$ cat src/rtl/paced_fifo_if.sv
// Handshake bundle between a producer/consumer and paced_fifo.
// PACED_FIFO_UNDERRUN_EN adds the underrun status signals.
interface paced_fifo_if #(
  parameter int WIDTH      = 8,
  parameter int DEPTH_LOG2 = 4
);
  logic                  paced_fifo_wr_en;
  logic [WIDTH-1:0]      paced_fifo_wr_data;
  logic                  paced_fifo_pace;
  logic [WIDTH-1:0]      paced_fifo_rd_data;
  logic                  paced_fifo_rd_valid;
  logic                  paced_fifo_full;
  logic                  paced_fifo_empty;
  logic                  paced_fifo_afull;
  logic [DEPTH_LOG2:0]   paced_fifo_count;
  logic                  paced_fifo_overflow;
`ifdef PACED_FIFO_UNDERRUN_EN
  logic                  paced_fifo_underrun;
  logic [7:0]            paced_fifo_underrun_cnt;

  modport slave (
    input  paced_fifo_wr_en, paced_fifo_wr_data, paced_fifo_pace,
    output paced_fifo_rd_data, paced_fifo_rd_valid, paced_fifo_full, paced_fifo_empty,
           paced_fifo_afull, paced_fifo_count, paced_fifo_overflow,
           paced_fifo_underrun, paced_fifo_underrun_cnt
  );
  modport master (
    output paced_fifo_wr_en, paced_fifo_wr_data, paced_fifo_pace,
    input  paced_fifo_rd_data, paced_fifo_rd_valid, paced_fifo_full, paced_fifo_empty,
           paced_fifo_afull, paced_fifo_count, paced_fifo_overflow,
           paced_fifo_underrun, paced_fifo_underrun_cnt
  );
`else
  modport slave (
    input  paced_fifo_wr_en, paced_fifo_wr_data, paced_fifo_pace,
    output paced_fifo_rd_data, paced_fifo_rd_valid, paced_fifo_full, paced_fifo_empty,
           paced_fifo_afull, paced_fifo_count, paced_fifo_overflow
  );
  modport master (
    output paced_fifo_wr_en, paced_fifo_wr_data, paced_fifo_pace,
    input  paced_fifo_rd_data, paced_fifo_rd_valid, paced_fifo_full, paced_fifo_empty,
           paced_fifo_afull, paced_fifo_count, paced_fifo_overflow
  );
`endif
endinterface

$ cat src/rtl/paced_fifo.sv
// Synchronous FIFO whose read side pops one word per rising edge of the sampled pace input.
// Optional feature: PACED_FIFO_UNDERRUN_EN adds sticky underrun flag and saturating counter.
module paced_fifo #(
  parameter int WIDTH      = 8,
  parameter int DEPTH_LOG2 = 4,
  parameter int AFULL_LVL  = 12
) (
  input  logic         paced_fifo_fsys,
  input  logic         paced_fifo_rst,
  paced_fifo_if.slave  bus
);
  localparam int DEPTH = 1 << DEPTH_LOG2;
  localparam logic [DEPTH_LOG2:0] C_DEPTH = {1'b1, {DEPTH_LOG2{1'b0}}};
  localparam logic [DEPTH_LOG2:0] C_AFULL = AFULL_LVL[DEPTH_LOG2:0];

  logic [WIDTH-1:0]    r_mem [DEPTH];
  logic [DEPTH_LOG2:0] r_wr_ptr, r_rd_ptr, r_count;
  logic [WIDTH-1:0]    r_rd_data;
  logic                r_rd_valid, r_full, r_empty, r_afull, r_overflow, r_pace_q;
  logic                w_tick, w_pop, w_push;
  logic [DEPTH_LOG2:0] w_count_nxt;

  assign w_tick = bus.paced_fifo_pace & ~r_pace_q;
  assign w_pop  = w_tick & ~r_empty;
  // A pop in the same cycle frees a slot, so a full FIFO still accepts the write.
  assign w_push = bus.paced_fifo_wr_en & (~r_full | w_pop);

  always_comb begin
    w_count_nxt = r_count;
    if (w_push && !w_pop)      w_count_nxt = r_count + 1'b1;
    else if (w_pop && !w_push) w_count_nxt = r_count - 1'b1;
  end

  always_ff @(posedge paced_fifo_fsys) begin
    if (w_push) r_mem[r_wr_ptr[DEPTH_LOG2-1:0]] <= bus.paced_fifo_wr_data;
  end

  always_ff @(posedge paced_fifo_fsys or posedge paced_fifo_rst) begin
    if (paced_fifo_rst) begin
      r_wr_ptr   <= '0;
      r_rd_ptr   <= '0;
      r_count    <= '0;
      r_rd_data  <= '0;
      r_rd_valid <= 1'b0;
      r_full     <= 1'b0;
      r_empty    <= 1'b1;
      r_afull    <= 1'b0;
      r_overflow <= 1'b0;
      r_pace_q   <= 1'b1;
    end else begin
      r_pace_q   <= bus.paced_fifo_pace;
      r_rd_valid <= w_pop;
      if (w_pop) begin
        r_rd_data <= r_mem[r_rd_ptr[DEPTH_LOG2-1:0]];
        r_rd_ptr  <= r_rd_ptr + 1'b1;
      end
      if (w_push) r_wr_ptr <= r_wr_ptr + 1'b1;
      if (bus.paced_fifo_wr_en && !w_push) r_overflow <= 1'b1;
      r_count <= w_count_nxt;
      r_full  <= (w_count_nxt == C_DEPTH);
      r_empty <= (w_count_nxt == '0);
      r_afull <= (w_count_nxt >= C_AFULL);
    end
  end

  assign bus.paced_fifo_rd_data  = r_rd_data;
  assign bus.paced_fifo_rd_valid = r_rd_valid;
  assign bus.paced_fifo_full     = r_full;
  assign bus.paced_fifo_empty    = r_empty;
  assign bus.paced_fifo_afull    = r_afull;
  assign bus.paced_fifo_count    = r_count;
  assign bus.paced_fifo_overflow = r_overflow;

`ifdef PACED_FIFO_UNDERRUN_EN
  logic       r_underrun;
  logic [7:0] r_underrun_cnt;

  always_ff @(posedge paced_fifo_fsys or posedge paced_fifo_rst) begin
    if (paced_fifo_rst) begin
      r_underrun     <= 1'b0;
      r_underrun_cnt <= '0;
    end else if (w_tick && r_empty) begin
      r_underrun <= 1'b1;
      if (r_underrun_cnt != 8'hFF) r_underrun_cnt <= r_underrun_cnt + 1'b1;
    end
  end

  assign bus.paced_fifo_underrun     = r_underrun;
  assign bus.paced_fifo_underrun_cnt = r_underrun_cnt;
`endif
endmodule

$ cat src/flat_wrapper.sv
// flat-port wrapper written by rule: the top's interface ports become plain ports
module paced_fifo_flat 
#(
  parameter int WIDTH      = 8,
  parameter int DEPTH_LOG2 = 4,
  parameter int AFULL_LVL  = 12
)
  (paced_fifo_fsys, paced_fifo_rst, bus_paced_fifo_wr_en, bus_paced_fifo_wr_data, bus_paced_fifo_pace, bus_paced_fifo_rd_data, bus_paced_fifo_rd_valid, bus_paced_fifo_full, bus_paced_fifo_empty, bus_paced_fifo_afull, bus_paced_fifo_count, bus_paced_fifo_overflow);
  paced_fifo_if #(.WIDTH(WIDTH), .DEPTH_LOG2(DEPTH_LOG2)) bus_i ();
  input  logic paced_fifo_fsys;
  input  logic paced_fifo_rst;
  input wire logic [$bits(bus_i.paced_fifo_wr_en)-1:0] bus_paced_fifo_wr_en;
  input wire logic [$bits(bus_i.paced_fifo_wr_data)-1:0] bus_paced_fifo_wr_data;
  input wire logic [$bits(bus_i.paced_fifo_pace)-1:0] bus_paced_fifo_pace;
  output wire logic [$bits(bus_i.paced_fifo_rd_data)-1:0] bus_paced_fifo_rd_data;
  output wire logic [$bits(bus_i.paced_fifo_rd_valid)-1:0] bus_paced_fifo_rd_valid;
  output wire logic [$bits(bus_i.paced_fifo_full)-1:0] bus_paced_fifo_full;
  output wire logic [$bits(bus_i.paced_fifo_empty)-1:0] bus_paced_fifo_empty;
  output wire logic [$bits(bus_i.paced_fifo_afull)-1:0] bus_paced_fifo_afull;
  output wire logic [$bits(bus_i.paced_fifo_count)-1:0] bus_paced_fifo_count;
  output wire logic [$bits(bus_i.paced_fifo_overflow)-1:0] bus_paced_fifo_overflow;
  assign bus_i.paced_fifo_wr_en = bus_paced_fifo_wr_en;
  assign bus_i.paced_fifo_wr_data = bus_paced_fifo_wr_data;
  assign bus_i.paced_fifo_pace = bus_paced_fifo_pace;
  assign bus_paced_fifo_rd_data = bus_i.paced_fifo_rd_data;
  assign bus_paced_fifo_rd_valid = bus_i.paced_fifo_rd_valid;
  assign bus_paced_fifo_full = bus_i.paced_fifo_full;
  assign bus_paced_fifo_empty = bus_i.paced_fifo_empty;
  assign bus_paced_fifo_afull = bus_i.paced_fifo_afull;
  assign bus_paced_fifo_count = bus_i.paced_fifo_count;
  assign bus_paced_fifo_overflow = bus_i.paced_fifo_overflow;
  paced_fifo #(.WIDTH(WIDTH), .DEPTH_LOG2(DEPTH_LOG2), .AFULL_LVL(AFULL_LVL)) u_core (.paced_fifo_fsys(paced_fifo_fsys), .paced_fifo_rst(paced_fifo_rst), .bus(bus_i));
endmodule
$ cat config.mk
export PLATFORM = sky130hd
export DESIGN_NAME = paced_fifo_flat
export DESIGN_NICKNAME = d
export VERILOG_FILES = /design/src/rtl/paced_fifo_if.sv /design/src/rtl/paced_fifo.sv /design/src/flat_wrapper.sv
export SDC_FILE = /design/constraint.sdc
export NUM_CORES = 1
export LEC_CHECK = 0
export ABC_AREA = 0
export BUFFER_PORTS_ARGS = -buffer_cell sky130_fd_sc_hd__buf_4
export CORE_ASPECT_RATIO = 0.75
export CORE_MARGIN = 2
export CORE_UTILIZATION = 51
export CTS_BUF_LIST = sky130_fd_sc_hd__clkbuf_16
export DETAILED_ROUTE_END_ITERATION = 12
export PLACE_DENSITY = 0.68
export SLEW_MARGIN = 10
export SYNTH_ARGS = -nofsm -noshare
export SYNTH_HDL_FRONTEND = slang
export SYNTH_SLANG_ARGS = --single-unit
$ cat constraint.sdc
create_clock -name paced_fifo_fsys -period 2.65 [get_ports paced_fifo_fsys]
set_input_delay 0.1325 -clock paced_fifo_fsys [delete_from_list [all_inputs] [get_ports paced_fifo_fsys]]
set_output_delay 0.1325 -clock paced_fifo_fsys [all_outputs]
set_load 0.05 [all_outputs]
==> results.md <==
* Pin count of the biggest net entering global routing at 36
* Worst Setup End Kind: register
* CTS Buffer Depth at 2
* Core Box Area at between 10000 and 15000 µm²
* Top_reg_cell synth: edfxtp_1
* Crit-path max cell delay at 0.54 ns
* Max Cap Viol at 0
* Share of cells above drive strength 1 at roughly 29%
* Fmax at ~450 MHz
* CP Data Required Time at roughly 2.8 ns
* Final Cell Area at ~7300 µm²
* Drt drc at 0
* Initial DRT Pass Iterations at 5
* Starting Density at between 50% and 60%
* Met1 Use GR at between 30% and 40%
* Most Crowded Layer GR: met1
* Worst path bufs/invs at 1
* EDFF count, synth at approximately 130
* Worst-path maximum fanout at 21
* Post-Syn Area per Cell at about 18 µm²
* Initial DRC Count at about 320
* Vias/cell at about 5.7
* # rows at 35
* Dpl cell area at a little under 7000 µm²
* Distinct cells, synth at 54
* WL/cell at 21.7 µm
* WL final at roughly 12 mm
* CP arrival at between 2 and 2.5 ns
* Clock skew after layout at around 0.0066 ns
* Clock Sinks at ~160
* Total CTS buffers at 17
* Compound-cell area share of the yosys netlist at 3.98%
* M3 GR Usage at 4.09%
* Sequential element share of the synthesized area at just over 70%
* Die ar. at 13200 µm²
* Reg clk slew, reported paths at about 0.06 ns
* CTS tree: done
* Number of global-route vias before repair at ~3300
* CP cell instances: or3b_4 > a21boi_4 > nand2_1 > nor3_1 > buf_4
* Synth warn at 0
* Worst reg2reg path depth at 5
* Final Hold Fails at 0
* Power per Cell Area at between 1000 and 1500 nW/µm²
* Area Overhead vs Synth at 16.6%
* NumNets Final at slightly above 400
* Worst Max-Slew Pin Slew at between 1 and 1.5 ns
* RD Place Congestion at about 0.83
* Number of fillers in the final layout at 905
* Slowest-stage cell, CP: or3b_4
* Synth Net Count at approximately 360
* Leak at 2.59 nW
* Tmin final at 2.20 ns
* Worst VDD drop at approximately 0.00053 V
* Sum Neg Setup Slack at 0 ns
* Crit-path leading delay family: simple AND/OR/NAND/NOR gates
* CTS Root Buffer Type: clkbuf_16
* Final setup fails at 0
* Detail Route Antenna Nets at 0
* Largest family of logic cells by synthesized area: multiplexers
* Setup Fix Bufs, Post-CTS at 0
* Met2 usage at 29.7%
* Rel. slew slack at 30.2%
* Initial antenna violation count at 0
* Antenna diodes at 0
* Period utilisation layout at just over 80%
* RSZ-0062 raised after global routing: no
* Routed vias at about 3300
* IO buf count at 29
* WP depth at 5
* Synth Register Bits at between 150 and 200
* Mapped Area at 6290 µm²
* Asr flop ratio synth at 17.4%
* GRT Util Overall at approximately 20%
* Hold Crit Class: in2reg
* Synthesized instance count at around 340
* Clk Latency, worst-skew pair at ~0.4 ns
* Critical path type: reg2reg
* Count of pins over their slew limit at 0
* CP startpoint kind: register
* Proportion of synthesized area in mux cells at around 13%
* Die Span Y at roughly 100 µm
* Hpwl dp at slightly below 8 mm
* IO Count at 30
* Grt ovf at 0
* Simple-gate portion of the synthesized area at under 10%
* Post-Synth XOR/XNOR Area at about 1.1%
* H-tree Lvls at 4
* Die Wd at 132 µm
* Status: complete, no violations
* Synth Area in Adders at under 10%
* Worst hold path depth at 1
* First-pass GRT wire length at roughly 19 mm
where the power goes:
group          switching, mW  internal [mW]
Sequential             0.344           3.03
Combinational           1.46           1.10
Clock                  0.936           1.27
through the flow:
stage	setup slack (ns)	power, mW	cells	utilization [%]	hold WS [ns]
2_1_floorplan	0.247	5.24	342	-	0.137
3_3_place_gp	0.566	5.94	540	55.7	0.254
3_5_place_dp	0.468	5.99	540	55.7	0.261
4_1_cts	0.451	8.19	573	60.2	0.0312
5_1_grt	0.352	8.50	574	60.2	0.0457
6_report	0.449	8.14	574	60.2	0.0392
routing by layer:
layer,routed length [µm],share of wire (%)
met3,642,5.2
met4,224,1.8
met5,0,0
met2,5610,45
met1,5970,48
Yosys cell counts (4+ instances only):
cell type | count | area [µm²]
edfxtp_1 | 128 | 3840
mux4_2 | 29 | 653
dfrtp_1 | 25 | 626
mux2i_1 | 17 | 170
nand2_1 | 17 | 63.8
nor2_1 | 16 | 60.1
buf_2 | 8 | 40.0
ha_1 | 7 | 87.6
inv_1 | 7 | 26.3
xnor2_1 | 7 | 61.3
nor3_1 | 6 | 30.0
nand2b_1 | 5 | 31.3
a21oi_1 | 4 | 20.0
a2bb2oi_1 | 4 | 35.0
nand3_1 | 4 | 20.0
nand4_1 | 4 | 25.0
o21ai_0 | 4 | 20.0
worst paths after layout:
| kind | from | endpoint | slack [ns] |
|---|---|---|---|
| max in group asynchronous | paced_fifo_rst | u_core.r_rd_ptr[1] | 1.72 |
| min | bus_paced_fifo_wr_data[7] | u_core.r_mem[15][7] | 0.04 |
| min in group asynchronous | paced_fifo_rst | u_core.r_wr_ptr[1] | 0.40 |
| min reg2reg | u_core.bus.paced_fifo_overflow | u_core.bus.paced_fifo_overflow | 0.49 |
| max | u_core.bus.paced_fifo_empty | u_core.r_mem[0][3] | 0.45 |
| max reg2reg | u_core.bus.paced_fifo_empty | u_core.r_mem[0][3] | 0.45 |
state kept, by name (all words and copies together) (netlist names):
signal / count
u_core.bus.paced_fifo_afull: 1
u_core.bus.paced_fifo_count: 5
u_core.bus.paced_fifo_empty: 1
u_core.bus.paced_fifo_full: 1
u_core.bus.paced_fifo_overflow: 1
u_core.bus.paced_fifo_rd_data: 8
u_core.bus.paced_fifo_rd_valid: 1
u_core.r_mem: 128
u_core.r_pace_q: 1
u_core.r_rd_ptr: 4
u_core.r_wr_ptr: 4
repair_timing:
| item | in CTS | in global routing |
|---|---|---|
| resized for setup | 0 | 0 |
| hold endpoints to repair | 1 | 25 |
| hold buffers | 1 | 1 |
layout make-up:
type	instances	area (µm²)	area share (%)
Clock buffer	17	425	5.80
Tap cell	166	208	2.83
Sequential cell	155	4520	61.7
Multi-Input combinational cell	161	1610	22.0
Clock inverter	15	110	1.50
Inverter	8	35.0	0.478
Timing Repair Buffer	52	420	5.73
placed cells by master, fill, tap and decap left out, drive strengths merged, types with 3 or more instances in the layout:
cell type and count:
a211oi 3, xnor2 7, clkbuf 17, inv 7, nand3 4, o21ai 6, nand4 4, o221ai 3
nand2b 5, mux4 29, a21oi 4, mux2i 17, dfrtp 25, nor3 7, nand2 18, clkinv 11
buf 50, edfxtp 128, nor2 16, ha 7, nand3b 3, clkinvlp 4, a2bb2oi 4
cells by family (layout without fill, tap and decap cells):
kind of cell	after synthesis	in the layout
fa+ha+maj	7	7
xor+xnor	8	8
flops	155	155
compound gates	31	31
mux	48	48
simple gates	67	67
buf+inv	26	92
No activity file was read; power rests on OpenSTA's default activity.
